--- src/rtl/note_sequencer.sv ---
// note_sequencer: plays one of four ROM songs as a stream of 4-bit note codes.
// Each note is a FETCH cycle, dur*TICK_DIV-GAP_CYC PLAY cycles and GAP_CYC
// silent GAP cycles. Supports start (edge), stop (abort) and pause (freeze).
// Optional build macro NOTE_SEQ_LOOP_EN: when defined the song repeats from
// index 0 after every end-of-song instead of returning to IDLE.
module note_sequencer #(
    parameter int unsigned TICK_DIV = 250000,
    parameter int unsigned GAP_CYC  = 25000,
    parameter int unsigned ADDR_W   = 6,
    parameter logic [3:0]  REST     = 4'd14
) (
    input  logic              CLK,
    input  logic              RESETN,
    input  logic [1:0]        song_sel,
    input  logic              start,
    input  logic              stop,
    input  logic              pause,
    output logic [3:0]        notes,
    output logic              note_valid,
    output logic              beat,
    output logic [ADDR_W-1:0] idx,
    output logic              playing,
    output logic              done
);

    localparam int unsigned       CNT_W    = $clog2(15 * TICK_DIV + 1);
    localparam logic [CNT_W-1:0]  TICK_CNT = CNT_W'(TICK_DIV);
    localparam logic [CNT_W-1:0]  GAP_CNT  = CNT_W'(GAP_CYC);
    localparam logic [CNT_W-1:0]  CNT_ONE  = CNT_W'(1);
    localparam logic [ADDR_W-1:0] LAST_IDX = '1;
    localparam logic [ADDR_W-1:0] IDX_ZERO = '0;
    localparam logic [ADDR_W-1:0] IDX_ONE  = ADDR_W'(1);

`ifdef NOTE_SEQ_LOOP_EN
    localparam logic PLAY_IN_END = 1'b1;
`else
    localparam logic PLAY_IN_END = 1'b0;
`endif

    typedef enum logic [2:0] {
        S_IDLE,
        S_FETCH,
        S_PLAY,
        S_GAP,
        S_END
    } state_t;

    state_t            state;
    logic [1:0]        song_q;
    logic [1:0]        sel_q;
    logic [7:0]        rom_q;
    logic [CNT_W-1:0]  cnt;
    logic              start_d;
    logic              start_rise_q;

    // Song ROM: entry = {note[3:0], dur[3:0]}; dur==0 terminates the song.
    function automatic logic [7:0] rom_entry(input logic [1:0] song,
                                             input logic [ADDR_W-1:0] addr);
        logic [7:0]  e;
        int unsigned ai;
        ai = 32'(addr);
        e  = 8'h00;
        unique case (song)
            2'd0: begin
                case (ai)
                    0:  e = 8'h52;
                    1:  e = 8'h52;
                    2:  e = 8'h62;
                    3:  e = 8'h74;
                    4:  e = 8'h72;
                    5:  e = 8'h62;
                    6:  e = 8'h54;
                    7:  e = 8'h42;
                    8:  e = 8'h42;
                    9:  e = 8'h52;
                    10: e = 8'h64;
                    11: e = 8'h56;
                    default: e = 8'h00;
                endcase
            end
            2'd1: begin
                case (ai)
                    0:  e = 8'h81;
                    1:  e = 8'h91;
                    2:  e = 8'hA2;
                    3:  e = 8'h91;
                    4:  e = 8'h81;
                    5:  e = 8'h72;
                    6:  e = 8'h81;
                    7:  e = 8'h91;
                    8:  e = 8'hA1;
                    9:  e = 8'hB1;
                    10: e = 8'hC2;
                    11: e = 8'hB1;
                    12: e = 8'hA1;
                    13: e = 8'h94;
                    default: e = 8'h00;
                endcase
            end
            2'd2: begin
                case (ai)
                    0:  e = 8'h33;
                    1:  e = 8'h41;
                    2:  e = 8'h52;
                    3:  e = 8'h33;
                    4:  e = 8'h41;
                    5:  e = 8'h52;
                    6:  e = 8'h62;
                    7:  e = 8'h72;
                    8:  e = 8'h84;
                    9:  e = 8'h62;
                    10: e = 8'h52;
                    11: e = 8'h44;
                    12: e = 8'h38;
                    default: e = 8'h00;
                endcase
            end
            default: begin
                case (ai)
                    0:  e = 8'h11;
                    1:  e = 8'h22;
                    2:  e = 8'h31;
                    default: e = 8'h00;
                endcase
            end
        endcase
        return e;
    endfunction

    // Start rising-edge detector; a start coincident with stop is dropped.
    always_ff @(posedge CLK) begin
        if (!RESETN) begin
            start_d      <= 1'b0;
            start_rise_q <= 1'b0;
            sel_q        <= 2'd0;
        end else begin
            start_d      <= start;
            start_rise_q <= start & ~start_d & ~stop;
            if (start && !start_d) begin
                sel_q <= song_sel;
            end
        end
    end

    // Playback FSM with registered outputs.
    always_ff @(posedge CLK) begin
        if (!RESETN) begin
            state      <= S_IDLE;
            song_q     <= 2'd0;
            rom_q      <= 8'h00;
            cnt        <= '0;
            idx        <= IDX_ZERO;
            notes      <= REST;
            note_valid <= 1'b0;
            beat       <= 1'b0;
            playing    <= 1'b0;
            done       <= 1'b0;
        end else if (stop && state != S_IDLE) begin
            state      <= S_IDLE;
            rom_q      <= 8'h00;
            cnt        <= '0;
            idx        <= IDX_ZERO;
            notes      <= REST;
            note_valid <= 1'b0;
            beat       <= 1'b0;
            playing    <= 1'b0;
            done       <= 1'b0;
        end else begin
            beat <= 1'b0;
            done <= 1'b0;
            unique case (state)
                S_IDLE: begin
                    notes      <= REST;
                    note_valid <= 1'b0;
                    playing    <= 1'b0;
                    if (start_rise_q && !stop) begin
                        song_q  <= sel_q;
                        idx     <= IDX_ZERO;
                        rom_q   <= rom_entry(sel_q, IDX_ZERO);
                        playing <= 1'b1;
                        state   <= S_FETCH;
                    end
                end
                S_FETCH: begin
                    if (rom_q[3:0] == 4'd0) begin
                        state      <= S_END;
                        idx        <= IDX_ZERO;
                        notes      <= REST;
                        note_valid <= 1'b0;
                        done       <= 1'b1;
                        playing    <= PLAY_IN_END;
                    end else begin
                        state      <= S_PLAY;
                        cnt        <= CNT_W'(rom_q[3:0]) * TICK_CNT - GAP_CNT;
                        notes      <= rom_q[7:4];
                        note_valid <= 1'b1;
                        beat       <= 1'b1;
                    end
                end
                S_PLAY: begin
                    if (pause) begin
                        notes      <= REST;
                        note_valid <= 1'b0;
                    end else if (cnt == CNT_ONE) begin
                        state      <= S_GAP;
                        cnt        <= GAP_CNT;
                        notes      <= REST;
                        note_valid <= 1'b0;
                    end else begin
                        cnt        <= cnt - CNT_ONE;
                        notes      <= rom_q[7:4];
                        note_valid <= 1'b1;
                    end
                end
                S_GAP: begin
                    notes      <= REST;
                    note_valid <= 1'b0;
                    if (!pause) begin
                        if (cnt != CNT_ONE) begin
                            cnt <= cnt - CNT_ONE;
                        end else if (idx == LAST_IDX) begin
                            // Ran off the end of the ROM without a terminator.
                            state   <= S_END;
                            idx     <= IDX_ZERO;
                            done    <= 1'b1;
                            playing <= PLAY_IN_END;
                        end else begin
                            state <= S_FETCH;
                            idx   <= idx + IDX_ONE;
                            rom_q <= rom_entry(song_q, idx + IDX_ONE);
                        end
                    end
                end
                S_END: begin
                    notes      <= REST;
                    note_valid <= 1'b0;
                    idx        <= IDX_ZERO;
`ifdef NOTE_SEQ_LOOP_EN
                    state      <= S_FETCH;
                    rom_q      <= rom_entry(song_q, IDX_ZERO);
                    playing    <= 1'b1;
`else
                    state      <= S_IDLE;
                    playing    <= 1'b0;
`endif
                end
                default: begin
                    state      <= S_IDLE;
                    notes      <= REST;
                    note_valid <= 1'b0;
                    playing    <= 1'b0;
                end
            endcase
        end
    end

endmodule

--- config.mk ---
export PLATFORM = sky130hd
export DESIGN_NAME = note_sequencer
export DESIGN_NICKNAME = d
export VERILOG_FILES = /design/src/rtl/note_sequencer.sv
export SDC_FILE = /design/constraint.sdc
export NUM_CORES = 1
export LEC_CHECK = 0
export ABC_CLOCK_PERIOD_IN_PS = 5200
export CAP_MARGIN = 20
export CORE_AREA = 5 5 92 94
export DETAILED_ROUTE_END_ITERATION = 6
export DIE_AREA = 0 0 97 99
export PLACE_DENSITY = 0.78
export SYNTH_ARGS = -nofsm -noshare
export SYNTH_HDL_FRONTEND = slang
export SYNTH_SLANG_ARGS = --single-unit
--- constraint.sdc ---
create_clock -name CLK -period 5.2 [get_ports CLK]
set_clock_uncertainty 0.1 [all_clocks]
set_input_delay 1.04 -clock CLK [delete_from_list [all_inputs] [get_ports CLK]]
set_output_delay 1.04 -clock CLK [all_outputs]
set_load 0.005 [all_outputs]
==> impl_metrics.json, run 1 <==
{
  "finalCritPeriodShare_pct": 77.1,
  "crit_path_max_incr_delay_ps": 640,
  "finalCriticalPeriod_ps": 4010,
  "switching_power_mw": 0.723,
  "cts.sinks": 53,
  "htree_levels": 2,
  "p_int_mw": 0.826,
  "antenna_found_initial": 0,
  "tns_ps": 0,
  "viasPerCell": 6.33,
  "worstRegToRegCells": 12,
  "drc": 0,
  "synthTopCellsByArea": "dfxtp_1, ha_1, a21oi_1, o21ai_0, nor2_1",
  "vias": 4181,
  "crit_top_cell": "inv_1",
  "root_buffer": "clkbuf_8",
  "syn-instance-count": 562,
  "relSlewSlack_pct": 38.7,
  "leakagePower_nw": 1.84,
  "fillers": 683,
  "hold_ws_ps": 345,
  "clock_path_buffers": 2,
  "finalHoldViolCount": 0,
  "grt_pass1_vias": 3891,
  "hold_path_startpoint": "rom_q[4]",
  "finalSetupViolCount": 0,
  "synth_seq_area_share_pct": 24.3,
  "synth_edf_count": 0,
  "postPlaceCellArea_um2": 4590,
  "dieArea_um2": 9600,
  "maxSlewViolCount": 0,
  "hold_class": "flip-flop to flip-flop",
  "drtIter0Drc": 218,
  "yosysWarnings": 0,
  "required_ps": 5340,
  "synth.top_cell.area_share_pct": 24.3,
  "cp_num_buf_inv": 3,
  "cts_hold_buf": 0,
  "num_rows": 32,
  "max-vdd-ir-drop_mv": 0.144,
  "pwr-share-seq_pct": 33.3,
  "area_growth_syn_to_layout_pct": 7.07,
  "grt_max_degree": 21,
  "io_pins": 21,
  "slowest_stage": "dfxtp_1",
  "regToRegEndpoint": "cnt[21]",
  "track_usage_pct": 23.0,
  "synth_commonest_cells": "dfxtp_1, nor2_1, a21oi_1, nand2_1, o21ai_0",
  "path_max_fanout": 13,
  "cts-buffers-inserted": 5,
  "reg2reg_setup_slack_ps": 1190,
  "cts_tree": "done",
  "maxCapViolCount": 0,
  "postCtsSetupRepairBufs": 0,
  "ys.flop_type": "dfxtp_1",
  "min_to": "notes[0]",
  "port_buffers": 20,
  "diodes": 0,
  "syn_nets": 608,
  "fin_total_pwr_mw": 1.55,
  "drive_gt1_share_pct": 4.83,
  "synth_cell_type_count": 72,
  "syn_area_per_cell_um2": 7.78,
  "critPathTopFamily": "adder cells",
  "die_h_um": 99,
  "antenna_left": 0,
  "clock_latency_ps": 310,
  "final_area_um2": 4680,
  "grt_first_pass_wirelength_um": 18800,
  "yosysMostFrequentCell": "dfxtp_1",
  "path_cells": "inv_1, ha_1, inv_1, fa_1, inv_1, fa_1, xnor2_1, or2_2, a211o_1, nand3b_1, or4_1, o211ai_1",
  "power_frac_clock_pct": 16.2,
  "cp_data_arrival_time_ps": 4140,
  "netlist_area_um2": 4370,
  "routed_wl_um": 11200,
  "outcome": "finished clean",
  "tightest_slew_ps": 913,
  "hold_depth": 2,
  "layout.nets": 604,
  "chipWidth_um": 97,
  "rsz0062_at_grt": "no",
  "coreArea_um2": 7570,
  "drt-wirelength-per-cell_um": 16.9,
  "combPwrFrac_pct": 50.5,
  "synthArstFlopShare_pct": 0,
  "fmax_mhz": 250,
  "drtPass1Iterations": 4,
  "cts_resized": 0,
  "final_core_util_pct": 61.9,
  "grt_overflow": 0,
  "place.gp.congestion": 0.960,
  "cp-start-kind": "flip-flop",
  "yosysTopAreaCell": "dfxtp_1",
  "crit_type": "flip-flop to flip-flop",
  "end_kind": "flip-flop",
  "synth_seq_cells": 53,
  "r2r_start": "rom_q[2]",
  "swShare_pct": 46.7,
  "initial_core_util_pct": 57.8,
  "powerDensity_nw_per_um2": 331,
  "post-dp-hpwl_um": 8140,
  "path_clk_slew_ps": 110
}
## worst max-delay path by stage
stage	cells past startpoint	startpoint	end	slack [ps]
2_1_floorplan	13	rom_q[2]	cnt[21]	1410
3_3_place_gp	12	rom_q[2]	cnt[21]	1380
3_5_place_dp	12	rom_q[2]	cnt[21]	1230
4_1_cts	12	rom_q[2]	cnt[21]	1200
5_1_grt	12	rom_q[2]	cnt[21]	1030
6_report	12	rom_q[2]	cnt[21]	1190
## layer usage
| metal | part of all wire, % | vias to the layer above | track usage, % |
|---|---|---|---|
| met4 | 1.7 | 0 | 6.70 |
| met5 | 0 | - | 0 |
| met3 | 7.3 | 18 | 3.68 |
| met2 | 45 | 162 | 37.1 |
| met1 | 46 | 1940 | 31.6 |
| li1 | - | 2061 | - |
## cells by family (layout without fill, tap and decap cells)
logic type               Yosys count  count (layout)  synth area share, %
AND/OR/NAND/NOR                  203             203                 24.8
AO/OA/AOI/OAI                    176             176                 26.5
buffers and inverters             58              55                 5.41
flip-flops                        53              53                 24.3
adder cells (fa/ha/maj)           39              39                 12.0
XOR/XNOR                          21              21                 4.20
multiplexers                      12              12                 2.80
## flip-flops by register name, summed over array words and instances, names as in the netlist
signal / flops
cnt: 22
rom_q: 8
idx: 6
notes: 4
state: 3
sel_q: 2
song_q: 2
beat: 1
done: 1
note_valid: 1
playing: 1
start_d: 1
start_rise_q: 1
## metrics by stage
step | setup WS, ps | instances
2_1_floorplan | 1410 | 562
3_3_place_gp | 1380 | 653
3_5_place_dp | 1230 | 653
4_1_cts | 1200 | 661
5_1_grt | 1030 | 661
6_report | 1190 | 661
## tightest hold or removal path: stages (launching register included)
cell and delay, ps:
dfxtp_1 330, nand2_1 50, nor2_1 30
## power by group through the flow
stage	Combinational, mW	Clock [mW]	Sequential (mW)
after floorplan	0.617	0	0.495
after global placement	0.743	0	0.521
after detailed placement	0.761	0	0.523
after CTS	0.767	0.256	0.514
after global routing	0.858	0.273	0.524
final	0.782	0.251	0.515
## area by class of cell
type / instances / area (um2) / area share (%)
well taps: 102 / 128 / 2.73
flip-flops and latches: 53 / 1060 / 22.7
multi-input cells: 451 / 3080 / 65.8
clock buffers: 5 / 68.8 / 1.47
inverters: 23 / 86.3 / 1.84
clock inverters: 3 / 26.3 / 0.561
repair buffers: 24 / 230 / 4.92
## placed cells by master, fill, tap and decap left out, types with 8 or more instances in the layout
cell type	count
a31oi_1	14
dfxtp_1	53
xnor2_1	13
or3_1	8
clkdlybuf4s50_1	20
mux2i_1	10
ha_1	34
o21ai_0	37
nand2_1	41
nor3_1	14
o211ai_1	10
nand3_1	21
xor2_1	8
inv_1	22
a21oi_1	41
nor2b_1	16
nor2_1	49
nand2b_1	10
o22ai_1	10
(Power assumes the default switching activity.)
==> run 2: changes to the inputs <==
ABC_CLOCK_PERIOD_IN_PS = 4000   (was 5200)
clock period = 4 ns   (was 5.2 ns; I/O delays follow)
==> run 2 against run 1 <==
Global-route usage increased by 0.50 points. Clock-buffer cell count unchanged. Power increased by 31%. Critical path depth unchanged. Sequential share of layout area down 0.33 points. Clock power increased by 33%. Die area did not move. Fmax increased by 11%. Critical path type unchanged. Largest cell class unchanged.
==> impl_metrics.json, run 2 (same netlist as run 1, synthesis figures left out) <==
{
  "htree_levels": 2,
  "cp-startpoint": "rom_q[2]",
  "worstRegToRegCells": 12,
  "cts.sinks": 53,
  "end_kind": "flip-flop",
  "finalCritPeriodShare_pct": 90.2,
  "num_rows": 32,
  "hold_class": "flip-flop to flip-flop",
  "drtIter0Drc": 236,
  "path_max_fanout": 4,
  "cp-start-kind": "flip-flop",
  "path_clk_slew_ps": 110,
  "cts_resized": 0,
  "grt_first_pass_wirelength_um": 19000,
  "clock_latency_ps": 310,
  "postCtsSetupRepairBufs": 0,
  "crit_path_max_incr_delay_ps": 520,
  "vias": 4217,
  "final_common_cell": "dfxtp_1",
  "rsz0062_at_grt": "no",
  "grt_pass1_vias": 3888,
  "coreArea_um2": 7570,
  "port_buffers": 20,
  "cts_hold_buf": 0,
  "drive_gt1_share_pct": 6.34,
  "layout.nets": 613,
  "finalCriticalPeriod_ps": 3610,
  "globalRoute.busiestLayer": "met2",
  "area_growth_syn_to_layout_pct": 8.67,
  "clock_path_buffers": 2,
  "powerDensity_nw_per_um2": 426,
  "largestRegisters": "cnt x22, rom_q x8, idx x6",
  "fmax_mhz": 277,
  "regToRegEndpoint": "cnt[21]",
  "diodes": 0,
  "largest_register_ffs": 22,
  "dp.cells": 662,
  "drc": 0,
  "viasPerCell": 6.29,
  "antenna_found_initial": 0,
  "path_cells": "inv_1, ha_1, inv_1, fa_1, inv_1, fa_1, xnor2_1, or2_2, a211o_1, nand3b_1, or4_1, o211ai_1",
  "die_h_um": 99,
  "mostFrequentLayoutCells": "dfxtp_1, nor2_1, nand2_1, a21oi_1, o21ai_0",
  "cts_tree": "done",
  "root_buffer": "clkbuf_8",
  "tns_ps": 0,
  "max-vdd-ir-drop_mv": 0.199,
  "io_pins": 21,
  "relSlewSlack_pct": 43.4,
  "crit_type": "flip-flop to flip-flop",
  "leakagePower_nw": 1.90,
  "r2r_start": "rom_q[2]",
  "routed_wl_um": 11200,
  "outcome": "finished clean",
  "cts-buffers-inserted": 5,
  "endpoint": "cnt[21]",
  "use_met3_pct": 4.18,
  "tightest_slew_ps": 843,
  "track_usage_pct": 23.5,
  "chipWidth_um": 97,
  "dieArea_um2": 9600,
  "crit_top_cell": "inv_1",
  "fin_total_pwr_mw": 2.02,
  "grt_max_degree": 28,
  "grt_overflow": 0,
  "initial_core_util_pct": 57.8,
  "fin_cells": 670,
  "cp_data_arrival_time_ps": 3750,
  "required_ps": 4150,
  "slowest_stage": "fa_1",
  "antenna_left": 0,
  "post-dp-hpwl_um": 8250,
  "use_met1_pct": 33.1,
  "grt_use_met2_pct": 36.8,
  "finalSetupViolCount": 0,
  "reg2reg_setup_slack_ps": 390,
  "place.gp.congestion": 0.933,
  "drtPass1Iterations": 5,
  "maxCapViolCount": 0,
  "largest-register": "cnt",
  "drt-wirelength-per-cell_um": 16.6,
  "maxSlewViolCount": 0,
  "finalHoldViolCount": 0,
  "fillers": 684
}
==> run 2: cell types whose count changed in the layout (fill, tap and decap cells not counted), sizes merged <==
cell,change
clkinv,+1
buf,+9
inv,+1
clkinvlp,-2
==> run 2: worst max-delay path: cells and delay by family, from the launching register on <==
family / cells / cell delay, ps
AOI/OAI and AO/OA: 2 / 390
xor gates and xnor gates: 1 / 170
adders and majority gates: 3 / 1250
buffers and inverters: 3 / 230
DFF: 1 / 390
and+or+nand+nor: 3 / 1000
==> run 2: cell type report <==
type / count / area [um2] / area share, %
tap: 102 / 128 / 2.68
clock inverter: 3 / 28.8 / 0.605
timing repair buffer: 33 / 298 / 6.26
clock buffer: 5 / 68.8 / 1.45
sequential: 53 / 1060 / 22.3
inverter: 23 / 86.3 / 1.82
multi-input combinational: 451 / 3080 / 64.9
==> run 2: how the worst min path moves through the flow <==
| stage | end | cells after the start | start |
|---|---|---|---|
| 6_report | notes[0] | 2 | rom_q[4] |
| 5_1_grt | notes[0] | 2 | rom_q[4] |
| 4_1_cts | notes[0] | 2 | rom_q[4] |
| 3_5_place_dp | notes[0] | 2 | rom_q[4] |
| 3_3_place_gp | notes[0] | 2 | rom_q[4] |
| 2_1_floorplan | notes[0] | 2 | rom_q[4] |
==> run 2: routing by layer <==
| layer | routed length (um) | share of wire, % |
|---|---|---|
| met1 | 5200 | 47 |
| met2 | 5050 | 45 |
| met3 | 689 | 6.2 |
| met4 | 213 | 1.9 |
| met5 | 0 | 0 |
==> run 2: stage by stage <==
| stage | area [um2] | utilization, % | hold WS, ps | worst slack, ps |
|---|---|---|---|---|
| 6_report | 4750 | 62.8 | 349 | 392 |
| 5_1_grt | 4750 | 62.8 | 360 | 187 |
| 4_1_cts | 4750 | 62.8 | 344 | 376 |
| 3_5_place_dp | 4660 | 61.5 | 325 | 406 |
| 3_3_place_gp | 4660 | 61.5 | 322 | 511 |
| 2_1_floorplan | 4370 | - | 307 | 206 |
==> run 2: power breakdown <==
| part | internal (mW) | leakage (nW) | switching, mW |
|---|---|---|---|
| Clock | 0.132 | 0.0506 | 0.203 |
| Combinational | 0.368 | 1.42 | 0.654 |
| Sequential | 0.587 | 0.429 | 0.0799 |
==> run 3: changes to the inputs <==
HOLD_SLACK_MARGIN = 0.1   (was not set)
==> results of run 3 <==
No change in the layout: final DEF, timing and power equal those of run 2.
